--- src/rtl/riscv_dbg_pkg.sv ---
// Shared constants, types and helpers for the debug readout path.
//   SYNC_BYTE            first byte of every frame, lets the host re-sync
//   UART_BITS_PER_FRAME  start + 8 data + stop
//   uart_state_e         bit-level state of the byte serializer
//   frame_bytes(n)       bytes per frame for n 32-bit words (sync + data + checksum)
package riscv_dbg_pkg;

  localparam logic [7:0]  SYNC_BYTE           = 8'hA5;
  localparam int unsigned UART_BITS_PER_FRAME = 10;
  localparam int unsigned UART_DATA_BITS      = 8;

  typedef enum logic [1:0] {
    ST_IDLE      = 2'd0,
    ST_START_BIT = 2'd1,
    ST_DATA_BITS = 2'd2,
    ST_STOP_BIT  = 2'd3
  } uart_state_e;

  function automatic int unsigned frame_bytes(input int unsigned n);
    return n * 4 + 2;
  endfunction

endpackage

--- src/rtl/uart_tx_byte.sv ---
// 8N1 byte serializer, LSB first, idle high.
//   clock, reset    system clock, async active-low reset
//   load, data      accepted when idle or on the last clock of a stop bit
//   tx              UART line (flop output)
//   ready           high when a load will be accepted at the next edge
//   byte_done       one-clock pulse during the final clock of the stop bit,
//                   so a load issued alongside it chains bytes with no gap
module uart_tx_byte
  import riscv_dbg_pkg::*;
#(
  parameter int unsigned CLKS_PER_BIT = 868
) (
  input  logic       clock,
  input  logic       reset,
  input  logic       load,
  input  logic [7:0] data,
  output logic       tx,
  output logic       ready,
  output logic       byte_done
);

  localparam int unsigned     CNT_W       = (CLKS_PER_BIT > 2) ? $clog2(CLKS_PER_BIT) : 1;
  localparam logic [CNT_W-1:0] CNT_LAST    = CNT_W'(CLKS_PER_BIT - 1);
  localparam logic [CNT_W-1:0] CNT_PRELAST = CNT_W'(CLKS_PER_BIT - 2);
  localparam logic [2:0]       BIT_LAST    = 3'(UART_DATA_BITS - 1);

  uart_state_e      state;
  logic [CNT_W-1:0] baud_cnt;
  logic [2:0]       bit_idx;
  logic [7:0]       shift_reg;
  logic             baud_tick_c;

  assign baud_tick_c = (baud_cnt == CNT_LAST);

  // Bit FSM with baud counter; tx/ready/byte_done are all registered here.
  always_ff @(posedge clock or negedge reset) begin
    if (!reset) begin
      state     <= ST_IDLE;
      baud_cnt  <= '0;
      bit_idx   <= '0;
      shift_reg <= '0;
      tx        <= 1'b1;
      ready     <= 1'b1;
      byte_done <= 1'b0;
    end else begin
      byte_done <= 1'b0;
      case (state)
        ST_IDLE: begin
          baud_cnt <= '0;
          if (load) begin
            state     <= ST_START_BIT;
            shift_reg <= data;
            tx        <= 1'b0;
            ready     <= 1'b0;
          end
        end
        ST_START_BIT: begin
          if (baud_tick_c) begin
            baud_cnt <= '0;
            bit_idx  <= '0;
            tx       <= shift_reg[0];
            state    <= ST_DATA_BITS;
          end else begin
            baud_cnt <= baud_cnt + CNT_W'(1);
          end
        end
        ST_DATA_BITS: begin
          if (baud_tick_c) begin
            baud_cnt <= '0;
            if (bit_idx == BIT_LAST) begin
              tx    <= 1'b1;
              state <= ST_STOP_BIT;
            end else begin
              bit_idx   <= bit_idx + 3'd1;
              shift_reg <= {1'b0, shift_reg[7:1]};
              tx        <= shift_reg[1];
            end
          end else begin
            baud_cnt <= baud_cnt + CNT_W'(1);
          end
        end
        ST_STOP_BIT: begin
          if (baud_tick_c) begin
            baud_cnt <= '0;
            if (load) begin
              state     <= ST_START_BIT;
              shift_reg <= data;
              tx        <= 1'b0;
              ready     <= 1'b0;
            end else begin
              state <= ST_IDLE;
            end
          end else begin
            baud_cnt <= baud_cnt + CNT_W'(1);
            // Announce the last stop-bit clock so the next byte can be loaded on its closing edge.
            if (baud_cnt == CNT_PRELAST) begin
              byte_done <= 1'b1;
              ready     <= 1'b1;
            end
          end
        end
        default: begin
          state    <= ST_IDLE;
          baud_cnt <= '0;
          tx       <= 1'b1;
          ready    <= 1'b1;
        end
      endcase
    end
  end

endmodule

--- src/rtl/result_uart_tx.sv ---
// Snapshots NUM_WORDS debug words and sends them as one UART frame:
// 0xA5, word0 byte0..3 (little-endian), ..., word N-1, XOR checksum of data bytes.
//   clock, reset  system clock, async active-low reset
//   start         frame request, accepted only when not busy
//   result_bus    word k at [32k+31:32k]
//   tx            UART line, 8N1
//   busy          accepted start through end of the last stop bit
//   done          one-clock pulse after the last stop bit
module result_uart_tx
  import riscv_dbg_pkg::*;
#(
  parameter int unsigned NUM_WORDS    = 10,
  parameter int unsigned CLKS_PER_BIT = 868
) (
  input  logic                    clock,
  input  logic                    reset,
  input  logic                    start,
  input  logic [NUM_WORDS*32-1:0] result_bus,
  output logic                    tx,
  output logic                    busy,
  output logic                    done
);

  localparam int unsigned      DATA_BYTES = NUM_WORDS * 4;
  localparam int unsigned      NUM_BYTES  = frame_bytes(NUM_WORDS);
  localparam int unsigned      IDX_W      = $clog2(NUM_BYTES);
  localparam logic [IDX_W-1:0] IDX_LAST   = IDX_W'(NUM_BYTES - 1);
  localparam logic [IDX_W-1:0] IDX_CSUM_N = IDX_W'(DATA_BYTES);

  logic [DATA_BYTES-1:0][7:0] snapshot;
  logic [IDX_W-1:0]           byte_idx;
  logic [7:0]                 checksum;

  logic       byte_ready;
  logic       byte_done;
  logic       accept_c;
  logic       advance_c;
  logic       last_byte_c;
  logic       next_is_csum_c;
  logic       load_c;
  logic [7:0] load_data_c;

  assign accept_c       = start & ~busy & byte_ready;
  assign last_byte_c    = (byte_idx == IDX_LAST);
  assign advance_c      = busy & byte_done & ~last_byte_c;
  assign next_is_csum_c = (byte_idx == IDX_CSUM_N);
  assign load_c         = accept_c | advance_c;

  // Byte to hand the serializer: sync on accept, else data byte byte_idx or the checksum.
  always_comb begin
    load_data_c = SYNC_BYTE;
    if (advance_c) begin
      load_data_c = next_is_csum_c ? checksum : snapshot[byte_idx];
    end
  end

  // Frame control: snapshot, byte index, running checksum, busy/done.
  always_ff @(posedge clock or negedge reset) begin
    if (!reset) begin
      snapshot <= '0;
      byte_idx <= '0;
      checksum <= '0;
      busy     <= 1'b0;
      done     <= 1'b0;
    end else begin
      done <= 1'b0;
      if (accept_c) begin
        snapshot <= result_bus;
        byte_idx <= '0;
        checksum <= '0;
        busy     <= 1'b1;
      end else if (busy && byte_done) begin
        if (last_byte_c) begin
          busy     <= 1'b0;
          done     <= 1'b1;
          byte_idx <= '0;
        end else begin
          byte_idx <= byte_idx + IDX_W'(1);
          if (!next_is_csum_c) begin
            checksum <= checksum ^ snapshot[byte_idx];
          end
        end
      end
    end
  end

  uart_tx_byte #(
    .CLKS_PER_BIT (CLKS_PER_BIT)
  ) u_byte (
    .clock     (clock),
    .reset     (reset),
    .load      (load_c),
    .data      (load_data_c),
    .tx        (tx),
    .ready     (byte_ready),
    .byte_done (byte_done)
  );

endmodule
--- config.mk ---
export PLATFORM = sky130hd
export DESIGN_NAME = result_uart_tx
export DESIGN_NICKNAME = d
export VERILOG_FILES = /design/src/rtl/riscv_dbg_pkg.sv /design/src/rtl/uart_tx_byte.sv /design/src/rtl/result_uart_tx.sv
export SDC_FILE = /design/constraint.sdc
export NUM_CORES = 1
export LEC_CHECK = 0
export CORE_MARGIN = 2
export CORE_UTILIZATION = 40
export CTS_BUF_LIST = sky130_fd_sc_hd__clkbuf_16
export CTS_CLUSTER_SIZE = 10
export DETAILED_ROUTE_END_ITERATION = 16
export SYNTH_ARGS = -nofsm -noshare
export SYNTH_HDL_FRONTEND = slang
export SYNTH_SLANG_ARGS = --single-unit
--- constraint.sdc ---
create_clock -name clock -period 4.9 [get_ports clock]
set_input_delay 0.49 -clock clock [delete_from_list [all_inputs] [get_ports clock]]
set_output_delay 0.49 -clock clock [all_outputs]
set_load 0.1 [all_outputs]
==> summary.md <==
| Metric | Value |
|---|---|
| Placeable Area | `41,900 um2` |
| Detailed placement HPWL | `37,000 um` |
| Post-synthesis sequential area ratio | `0.534` |
| Worst Setup EP | `u_byte.shift_reg[1]$_DFFE_PN0P_` |
| Gate Count Post-Synth | `1,833` |
| Synthesized cell area | `17,000 um2` |
| Worst Tran Pin Value | `1.08 ns` |
| Fmax achieved | `281 MHz` |
| CTS tree | `built` |
| Final hold viol count | `6` |
| CP arrival | `3.99 ns` |
| Pleak | `10.5 nW` |
| #FFs+latches synth | `362` |
| Violated checks | `hold timing` |
| Setup WS pre-CTS | `1.34 ns` |
| WP depth | `7` |
| Vias/cell | `5.13` |
| PnR worst setup slack | `1.34 ns` |
| Post-CTS setup repair buffer count | `0` |
| Largest net degree at the start of global routing | `125` |
| Post-synth EDFFs | `0` |
| Max Transition Viols Final | `0` |
| H-tree levels | `2` |
| CP Buf/Inv Count | `1` |
| DRT Pass-1 Iters | `5` |
| FF-to-FF setup slack | `1.34 ns` |
| Sink Count | `362` |
| Leading area contributor after synthesis | `dfrtp_1` |
| Largest stage delay, worst path | `1.07 ns` |
| CP delay by family, top | `compound AO/OA/AOI/OAI gates` |
| DRT Wirelength | `51,800 um` |
| Setup crit start | `byte_idx[0]$_DFFE_PN0P_` |
| Initial DRC Count | `1,082` |
| Largest reg by FF count | `snapshot` |
| Initial antenna violation count | `1` |
| Crit share post-route | `0.726` |
| Pwr/cell area | `341 nW/um2` |
| RR Endpoint | `u_byte.shift_reg[1]$_DFFE_PN0P_` |
| Worst r2r src | `byte_idx[0]$_DFFE_PN0P_` |
| Top cells by area, synth | `dfrtp_1, nand2_1, mux4_2` |
| Crit path required time | `5.34 ns` |
| Die width | `210 um` |
| CTS Buf Count | `44` |
| Routed length per placed instance | `19.4 um` |
| Yosys top cell area share | `0.531` |
| # hold bufs at CTS | `0` |
| # nets final | `2,445` |
| Die Y | `210 um` |
| CP Launch Type | `flip-flop` |
| First-pass GRT wire length | `80,100 um` |
| CP Cell Sequence | `buf_12 -> mux2_2 -> a221oi_1 -> o211ai_1 -> a31oi_1 -> and2_1 -> o31ai_1` |
| Crit end category | `flip-flop` |
| Starting Density | `0.405` |
| GP Congestion | `0.837` |
| Post-DRT Antenna Nets | `0` |
| Mapped Avg Cell Area | `9.26 um2` |
| Remaining Overflow, GRT | `0` |
| Cell with the most instances after synthesis | `nand2_1` |
| Setup CP Type | `reg -> reg` |
| Root Driver | `clkbuf_16` |
| Max reg flops | `320` |
| Vias in the first global route | `14,100` |
| Global Route Usage Sum | `0.236` |
| Ys async rst share | `1.00` |
| I/O Pins | `326` |
| Min Tclk post-route | `3.56 ns` |
| Hold Crit Class | `in -> async` |
| Critical Path Fanout Max | `56` |
| Cell variety after synth | `56` |
| Worst Reg-to-Reg Cells | `7` |
| Proportion of layout cells with a drive suffix above 1 | `0.0851` |
| Synth Net Count | `2,167` |
| Synth warn | `0` |
| # rows | `75` |
| Commonest cells post-synth | `nand2_1, dfrtp_1, clkbuf_1` |
| Run status | `finished with violations` |
| Fillers | `3,885` |
| DR vias | `13,700` |
| RSZ-0062 raised after global routing | `false` |
| Clock transition at path regs | `0.06 ns` |
| Skew final | `0.0268 ns` |
| Maxcap violations | `0` |
| Clk_lat worst skew | `0.57 ns` |
| Ys flop type | `dfrtp_1` |
| Slowest-stage cell, CP | `dfrtp_4` |
| Post-CTS Resized | `0` |
| Worst rel slew slack | `0.280` |
| Setup_tns | `0 ns` |
| Final setup fails | `0` |
| Fin Hold WS | `-0.0167 ns` |
| Port Buffers | `325` |
| Synth-to-Final Area Change | `28.0%` |
| Worst VDD drop | `0.210 mV` |
| Die area | `44,100 um2` |
| DRC errors left | `0` |
| Max Buffers Root-to-Sink | `3` |
| Regs by FF count | `snapshot (320), u_byte.baud_cnt (10)` |
## worst reg2reg max path: cells and delay by family (launching register included)
kind	cells	cell delay (ns)
buf+inv	1	0.46
simple gates	1	0.20
compound gates	4	1.20
flops	1	1.07
mux	1	0.50
## cell usage in the layout, fill, tap and decap left out, types with 13 or more instances in the layout
cell	n
mux4_2	53
mux2i_1	24
clkbuf_16	45
clkdlybuf4s50_1	324
dfrtp_1	357
o211ai_1	13
nand2_1	991
a221oi_1	17
nor2_1	32
a21oi_1	22
o21ai_0	14
inv_1	20
buf_4	16
mux2_2	41
## how the worst min path moves through the flow
| stage | slack, ns | start | end | cells past startpoint |
|---|---|---|---|---|
| global placement | 0.45 | snapshot[66]$_DFFE_PN0P_ | snapshot[66]$_DFFE_PN0P_ | 2 |
| detailed placement | 0.46 | snapshot[215]$_DFFE_PN0P_ | snapshot[215]$_DFFE_PN0P_ | 2 |
| floorplan | 0.19 | reset | busy$_DFFE_PN0P_ | 0 |
| finish | -0.02 | reset | snapshot[306]$_DFFE_PN0P_ | 1 |
| CTS | 0.03 | reset | snapshot[297]$_DFFE_PN0P_ | 1 |
| global route | 0.07 | reset | snapshot[306]$_DFFE_PN0P_ | 1 |
## through the flow
step	hold WS, ns	area [um2]	utilization	total power, mW	instances
2_1_floorplan	0.194	17000	-	4.05	1833
3_3_place_gp	0.451	20500	0.489	4.59	2604
3_5_place_dp	0.457	20500	0.489	4.61	2604
4_1_cts	0.0319	21700	0.518	7.47	2665
5_1_grt	0.0749	21700	0.518	7.73	2666
6_report	-0.0167	21700	0.518	7.40	2666
## layer usage
layer,part of all wire,global-route usage,up-vias
li1,-,-,6501
met2,0.47,0.378,399
met3,0.055,0.0416,69
met1,0.45,0.333,6713
met4,0.024,0.0663,0
met5,0,0,-
## area by class of cell
| class | instances | area [um2] | share of cell area |
|---|---|---|---|
| timing repair buffer | 344 | 3440 | 0.158 |
| inverter | 16 | 60.1 | 0.00276 |
| clock buffer | 45 | 1130 | 0.0518 |
| antenna | 1 | 2.50 | 0.000115 |
| clock inverter | 16 | 77.6 | 0.00357 |
| multi-input combinational | 1343 | 7280 | 0.335 |
| sequential | 362 | 9070 | 0.417 |
| tap | 539 | 674 | 0.0310 |
## power by group
| part | total, mW | switching (mW) | internal (mW) | leakage, nW |
|---|---|---|---|---|
| combinational | 1.04 | 0.467 | 0.568 | 5.39 |
| clock | 2.84 | 1.21 | 1.63 | 0.615 |
| sequential | 3.52 | 0.213 | 3.31 | 4.54 |
| total | 7.40 | 1.89 | 5.51 | 10.5 |
## kinds of logic after synthesis
family          synth area share
flops                      0.534
compound gates            0.0531
xor+xnor                 0.00464
mux                        0.118
fa+ha+maj                0.00811
simple gates               0.245
buf+inv                   0.0380
Power figures use the tool's default switching activity.
